File: config.mk
export PLATFORM = sky130hd
export DESIGN_NAME = mem_wb_stage
export DESIGN_NICKNAME = d
export VERILOG_FILES = /design/src/rtl/cpu_pkg.sv /design/src/rtl/wb_timeout_ctr.sv /design/src/rtl/mem_wb_stage.sv
export SDC_FILE = /design/constraint.sdc
export NUM_CORES = 1
export LEC_CHECK = 0
export CORE_MARGIN = 8
export CORE_UTILIZATION = 39
export DETAILED_ROUTE_END_ITERATION = 10
export PLACE_DENSITY_LB_ADDON = 0.12
export SLEW_MARGIN = 25
export SYNTH_ARGS = -nofsm -noshare
export SYNTH_HDL_FRONTEND = slang
export SYNTH_SLANG_ARGS = --single-unit
File: constraint.sdc
create_clock -name i_clk -period 1.5 [get_ports i_clk]
set_clock_uncertainty 0.05 [all_clocks]
set_input_delay 0.3 -clock i_clk [delete_from_list [all_inputs] [get_ports i_clk]]
set_output_delay 0.3 -clock i_clk [all_outputs]
set_load 0.03 [all_outputs]
File: src/rtl/cpu_pkg.sv
// Shared CPU definitions: datapath widths, MEM/WB state encoding
// and the write-back bundle also consumed by the forwarding unit.
package cpu_pkg;

    localparam int DATA_W = 32;
    localparam int REG_AW = 5;

    typedef enum logic {
        IDLE    = 1'b0,
        WAIT_LD = 1'b1
    } wb_state_t;

    typedef struct packed {
        logic              valid;
        logic              regwrite;
        logic [REG_AW-1:0] rd;
        logic [DATA_W-1:0] data;
    } wb_bundle_t;

endpackage

File: src/rtl/wb_timeout_ctr.sv
// Saturating load-wait counter; clear has priority over enable.
module wb_timeout_ctr #(
    parameter int TIMEOUT = 15
) (
    input  logic i_clk,
    input  logic i_rst_n,
    input  logic i_clr,
    input  logic i_en,
    output logic o_at_limit
);

    localparam int CW = $clog2(TIMEOUT + 1);

    logic [CW-1:0] r_cnt;

    assign o_at_limit = (r_cnt == CW'(TIMEOUT));

    always_ff @(posedge i_clk or negedge i_rst_n) begin
        if (!i_rst_n) begin
            r_cnt <= '0;
        end else if (i_clr) begin
            r_cnt <= '0;
        end else if (i_en && !o_at_limit) begin
            r_cnt <= r_cnt + 1'b1;
        end
    end

endmodule

File: src/rtl/mem_wb_stage.sv
// MEM/WB pipeline register with variable-latency load handling,
// stall generation and load-timeout abort.
module mem_wb_stage
    import cpu_pkg::*;
#(
    parameter int DATA_W  = cpu_pkg::DATA_W,
    parameter int REG_AW  = cpu_pkg::REG_AW,
    parameter int TIMEOUT = 15
) (
    input  logic              i_clk,
    input  logic              i_rst_n,
    input  logic              i_valid,
    input  logic              i_RegWrite,
    input  logic              i_MemtoReg,
    input  logic              i_MemRead,
    input  logic [REG_AW-1:0] i_rd,
    input  logic [DATA_W-1:0] i_ReadData,
    input  logic [DATA_W-1:0] i_Mux,
    input  logic              i_mem_ready,
    output logic              o_stall,
    output logic              o_wb_valid,
    output logic              o_RegWrite,
    output logic [REG_AW-1:0] o_rd,
    output logic [DATA_W-1:0] o_WriteData,
    output logic              o_mem_err
);

    wb_state_t         r_state;
    wb_state_t         w_state_nxt;
    wb_bundle_t        r_wb;
    logic              r_mem_err;
    logic              w_capture;
    logic              w_timeout;
    logic              w_stall;
    logic              w_at_limit;
    logic [DATA_W-1:0] w_wb_data;

    assign w_wb_data = i_MemtoReg ? i_ReadData : i_Mux;

    always_comb begin
        w_state_nxt = r_state;
        w_capture   = 1'b0;
        w_timeout   = 1'b0;
        w_stall     = 1'b0;
        unique case (r_state)
            IDLE: begin
                if (i_valid && i_MemRead && !i_mem_ready) begin
                    w_stall     = 1'b1;
                    w_state_nxt = WAIT_LD;
                end else if (i_valid) begin
                    w_capture = 1'b1;
                end
            end
            WAIT_LD: begin
                // A dropped i_valid here is illegal upstream; treat as bubble.
                if (!i_valid) begin
                    w_state_nxt = IDLE;
                end else if (i_mem_ready) begin
                    w_capture   = 1'b1;
                    w_state_nxt = IDLE;
                end else if (w_at_limit) begin
                    w_timeout   = 1'b1;
                    w_state_nxt = IDLE;
                end else begin
                    w_stall = 1'b1;
                end
            end
            default: w_state_nxt = IDLE;
        endcase
    end

    assign o_stall = w_stall & i_rst_n;

    // Counter tracks consecutive stall cycles of the current load.
    wb_timeout_ctr #(
        .TIMEOUT(TIMEOUT)
    ) u_ctr (
        .i_clk     (i_clk),
        .i_rst_n   (i_rst_n),
        .i_clr     (!w_stall),
        .i_en      (w_stall),
        .o_at_limit(w_at_limit)
    );

    always_ff @(posedge i_clk or negedge i_rst_n) begin
        if (!i_rst_n) begin
            r_state <= IDLE;
        end else begin
            r_state <= w_state_nxt;
        end
    end

    always_ff @(posedge i_clk or negedge i_rst_n) begin
        if (!i_rst_n) begin
            r_wb      <= '0;
            r_mem_err <= 1'b0;
        end else begin
            r_wb.valid    <= w_capture;
            r_wb.regwrite <= w_capture & i_RegWrite & (i_rd != '0);
            if (w_capture) begin
                r_wb.rd   <= i_rd;
                r_wb.data <= w_wb_data;
            end
            r_mem_err <= w_timeout;
        end
    end

    assign o_wb_valid  = r_wb.valid;
    assign o_RegWrite  = r_wb.regwrite;
    assign o_rd        = r_wb.rd;
    assign o_WriteData = r_wb.data;
    assign o_mem_err   = r_mem_err;

endmodule
# Yosys cells after proc, flatten, opt, wreduce, memory -nomap -nowiden
# Index checks and enable logic that the tools add are counted.
# Widths: inputs -> output; s select.
dict set report totals {
  regBits 45
  output_inout_bits 41
}
dict set report op_classes {
  add_sub_neg 1
  n_eq_ne 2
  muxes 17
  bitwise_logic 4
  n_reduce_logical 6
}
# op count
set ops {}
lappend ops {{$mux 32} 1}
lappend ops {{$mux 1} 12}
lappend ops {{$mux 4} 2}
lappend ops {{$reduce_bool 5->1} 1}
lappend ops {{$add 4x1->4 const B} 1}
lappend ops {{$eq 4x4->1 const B} 1}
lappend ops {{$pmux 1 s2} 2}
lappend ops {{$and 1x1->1} 3}
lappend ops {{$logic_and 1x1->1} 3}
lappend ops {{$logic_not 1->1} 2}
lappend ops {{$ne 2x2->1 const B} 1}
lappend ops {{$not 1->1} 1}

# Depth between registers and ports, before layout
# Gate-level depths: netlist of the first run.
dict set report logic_depth {
  word_depth 8
  ltp_mapped 5
  depth_no_buf 4
}

# Hierarchy
# From an unflattened synthesis of the first run, not the netlist that was laid out.
dict set report hier_totals {
  cells_unflattened 150
  hier_area_um2 2288.4
}
# module n_inst cells_each area_per_inst_um2
set modules_own_cells {}
lappend modules_own_cells {mem_wb_stage 1 130 2059.5}
lappend modules_own_cells {wb_timeout_ctr 1 20 229.0}

# Worst setup path after synthesis of the first run
# No wires, ideal clock.
dict set report synth_timing {
  kind {reg2out}
  from {register r_state}
  to {output o_stall}
  arrival_ns 1.434
  setup_slack_ns -0.284
  stages_incl_launch_ff 5
  n_path_buf 1
  path_cell_list {dfrtp_1 > nor2_2 > or3b_1 > buf_2 > a211oi_2}
}
dict set report synth_between {
  elab_chain_cells 3
}
# element line_no
set synth_lines {}
lappend synth_lines {{from (decl)} mem_wb_stage.sv:28} ;# wb_state_t r_state;
lappend synth_lines {{from (signal assigned)} mem_wb_stage.sv:89} ;# r_state <= w_state_nxt;
lappend synth_lines {{$not 1->1} -}
lappend synth_lines {{$pmux 1 s2 *} mem_wb_stage.sv:45} ;# unique case (r_state)
lappend synth_lines {{$and 1x1->1 *} mem_wb_stage.sv:72} ;# assign o_stall = w_stall & i_rst_n;
lappend synth_lines {{to (decl)} mem_wb_stage.sv:20} ;# output logic o_stall,
# Every way passes the cells marked *; elsewhere a longest branch is shown, timed or not.

# Worst setup path in the final report of the first run
dict set report layout_timing {
  from {register u_ctr.r_cnt[0]}
  to {output o_stall}
}
dict set report layout_between {
  elab_chain_cells 6
}
# element line_no
set layout_lines {}
lappend layout_lines {{from (decl)} wb_timeout_ctr.sv:14} ;# logic [CW-1:0] r_cnt;
lappend layout_lines {{from (signal assigned)} wb_timeout_ctr.sv:24} ;# r_cnt <= r_cnt + 1'b1;
lappend layout_lines {{$eq 4x4->1} wb_timeout_ctr.sv:16} ;# assign o_at_limit = (r_cnt == CW'(TIMEOUT));
lappend layout_lines {{$mux 1} mem_wb_stage.sv:61} ;# end else if (w_at_limit) begin
lappend layout_lines {{$mux 1} mem_wb_stage.sv:58} ;# end else if (i_mem_ready) begin
lappend layout_lines {{$mux 1} mem_wb_stage.sv:56} ;# if (!i_valid) begin
lappend layout_lines {{$pmux 1 s2} mem_wb_stage.sv:45}
lappend layout_lines {{$and 1x1->1} mem_wb_stage.sv:72}
# Every way passes these cells.

==> flow_metrics.tcl, run 1 <==
set metrics [dict create \
    synth-edff-count 0 \
    fillerInstances 410 \
    reg2reg_depth 6 \
    core_um2 5440 \
    numCtsBuffers 5 \
    yosysTopAreaCellShare_pct 51.7 \
    clockBufferDepth 2 \
    seq_area_um2 1130 \
    finalCritPeriodShare_pct 120 \
    rows 27 \
    ant_nets 0 \
    placed_cells 347 \
    ys_warn_count 0 \
    clkTransAtPathRegs_ps 80 \
    cp_slowest_stage_delay_ps 400 \
    synth_fa_ha_area_share_pct 0.574 \
    p_per_area_nw_per_um2 933 \
    synth_cells 153 \
    track_usage_pct 16.4 \
    dieHeight_um 90.7 \
    synthTopCellsByCount "mux2_2, dfrtp_1, mux2_4" \
    async_flop_share_pct 100 \
    cts_sinks 45 \
    grt_pass1_vias 2078 \
    wire_per_inst_um 17.9 \
    peakVddDrop_mv 0.521 \
    root_buffer "clkbuf_8" \
    crit_path_cell_trace "ha_2 > and3_4 > a211oi_4 > buf_6" \
    drt_iter0_drc 46 \
    synth_top_family_by_area "multiplexers" \
    hpwl_um 4360 \
    syn_to_final_growth_pct 78.3 \
    synth.distinct_cells 26 \
    power_w 0.00362 \
    synth_compound_area_share_pct 3.04 \
    initial_core_util_pct 40.1 \
    synth_top_area_cell "dfrtp_1" \
    insertion_delay_ps 290 \
    p_leak_nw 1.81 \
    port_buffers 116 \
    antenna_found_initial 0 \
    dieArea_um2 8230 \
    dr.pass1.iters 4 \
    vias 1748 \
    rsz0062_at_grt "yes" \
    synth_most_common_cell "mux2_2" \
    synth-seq-cells 45 \
    synth_xor_xnor_area_share_pct 0 \
    drive_above_1_share_pct 36.5 \
    hold_viol_final 0 \
    grt_max_degree 46 \
    postSynthAreaPerCell_um2 14.2 \
    worst_slack_ps -304 \
    maxCapViolations 0 \
    yosysSeqAreaShare_pct 51.7 \
    fin_crit_ps 1800 \
    die_w_um 90.7 \
    crit_path_max_fanout 2 \
    arrival_ps 1450 \
    status "finished, violations left" \
    gp_congestion 0.760 \
    synth_mux_area_share_pct 37.6 \
    critical_path_class "flop to output pin" \
    slew_viol_final 0 \
    syn_area_um2 2180 \
    instances_no_fill 365 \
    cts_tree "yes" \
    htreeDepth 2 \
    diodes 0 \
    syn_nets 230 \
    cp_slowest_cell "dfrtp_1" \
    tightest_slew_ps 555 \
    cts.hold.buffers_added 0 \
    hold_class "primary input to async pin" \
    multi_input_area_um2 1120 \
    setup-violations-final 21 \
    critPathRequiredTime_ps 1150 \
    ioPinCount 117 \
    grt.overflow.total 0 \
    worst_setup_path_end_kind "output pin" \
    synthFlopType "dfrtp_1" \
    drc 0 \
    violations "negative setup slack" \
    yosys.area_share.simple_pct 3.45 \
    nets 369 \
    whs_ps 59.8 \
    crit_path_start_kind "flop" \
    fmax_ghz 0.554 \
    drt-total-wl_um 6530 \
    grt_pass1_wl_um 10900 \
    synth_area_leaders "dfrtp_1, mux2_2, mux2_4" \
    slew_headroom_pct 63.0 \
    viasPerCell 4.79 \
]
[worst paths after layout]
check                           startpoint  slack [ps]               to
max                         u_ctr.r_cnt[0]        -300          o_stall
max in group asynchronous          i_rst_n         970  o_WriteData[24]
min in group i_clk         o_WriteData[24]         450  o_WriteData[24]
min                                i_rst_n          60       o_wb_valid
min reg2reg                o_WriteData[24]         450  o_WriteData[24]
max reg2reg                        r_state         -40  o_WriteData[12]
[layout make-up]
| cell class | count | share of cell area (%) |
|---|---|---|
| Clock inverter | 1 | 0.129 |
| Sequential cell | 45 | 29.0 |
| Tap cell | 72 | 2.32 |
| Inverter | 5 | 0.483 |
| Clock buffer | 7 | 2.48 |
| Multi-Input combinational cell | 94 | 29.0 |
| Timing Repair Buffer | 141 | 36.7 |
[power by group]
group	internal [W]	switching [W]	total, W
Combinational	0.000708	0.000644	0.00135
Clock	0.000417	0.000392	0.000808
Sequential	0.00138	0.0000838	0.00146
Total	0.00250	0.00112	0.00362
[cells by family (layout without fill, tap and decap cells)]
logic type,Yosys count,in the layout
flops,45,45
compound gates,10,10
fa+ha+maj,1,1
mux,70,70
buf+inv,14,154
simple gates,13,13
[registers in the layout, summed over array words and instances, names as in the netlist]
name / cells
o_WriteData: 32
u_ctr.r_cnt: 4
o_RegWrite: 1
o_mem_err: 1
o_rd: 5
o_wb_valid: 1
r_state: 1
[routing by layer]
metal	share of wire, %	GRT usage, %	wire, um	up-vias
li1	-	-	-	822
met1	41	18.6	2690	853
met2	49	28.6	3220	66
met3	8.4	5.49	549	7
met4	1.1	4.58	74	0
met5	0	0	0	-
[per-stage QoR]
stage / setup WS [ps] / area [um^2] / utilization [%] / TNS (ps)
2_1_floorplan: -162 / 2190 / - / -162
3_3_place_gp: -402 / 3510 / 64.6 / -14070
3_5_place_dp: -415 / 3510 / 64.6 / -14230
5_1_grt: -347 / 3880 / 71.4 / -2670
4_1_cts: -344 / 3920 / 72.0 / -2280
6_report: -304 / 3880 / 71.4 / -751
[cell usage in the layout (no fill, tap or decap), types with 2 or more instances in the layout]
cell             count
buf_6                4
buf_4               14
o21ai_0              2
mux2_1               5
clkdlybuf4s50_1     70
buf_12               4
nor3_1               2
mux2_2              28
mux2_4              37
inv_1                5
dfrtp_1             45
nor2_1               3
clkbuf_8             7
dlygate4sd2_1       44
a21oi_1              4
buf_16               2
[repair_timing]
| action | CTS | global route |
|---|---|---|
| pin swaps | 4 | 3 |
| gates resized for setup | 86 | 12 |
| buffers inserted | 9 | 3 |
| endpoints found under the setup margin | 78 | 39 |
| cloned | 5 | 0 |
[worst max-delay path: cells and delay by family (launching register included)]
family,cells,cell delay (ps)
buffers and inverters,1,160
flip-flops,1,400
adder cells (fa/ha/maj),1,180
AND/OR/NAND/NOR,1,200
AO/OA/AOI/OAI,1,230
(Power assumes the default switching activity.)
==> run 2, diff against run 1 <==
- CTS_CLUSTER_DIAMETER: not set -> 40
==> results of run 2 <==
The final DEF is identical to that of run 1; final timing and power are the same.
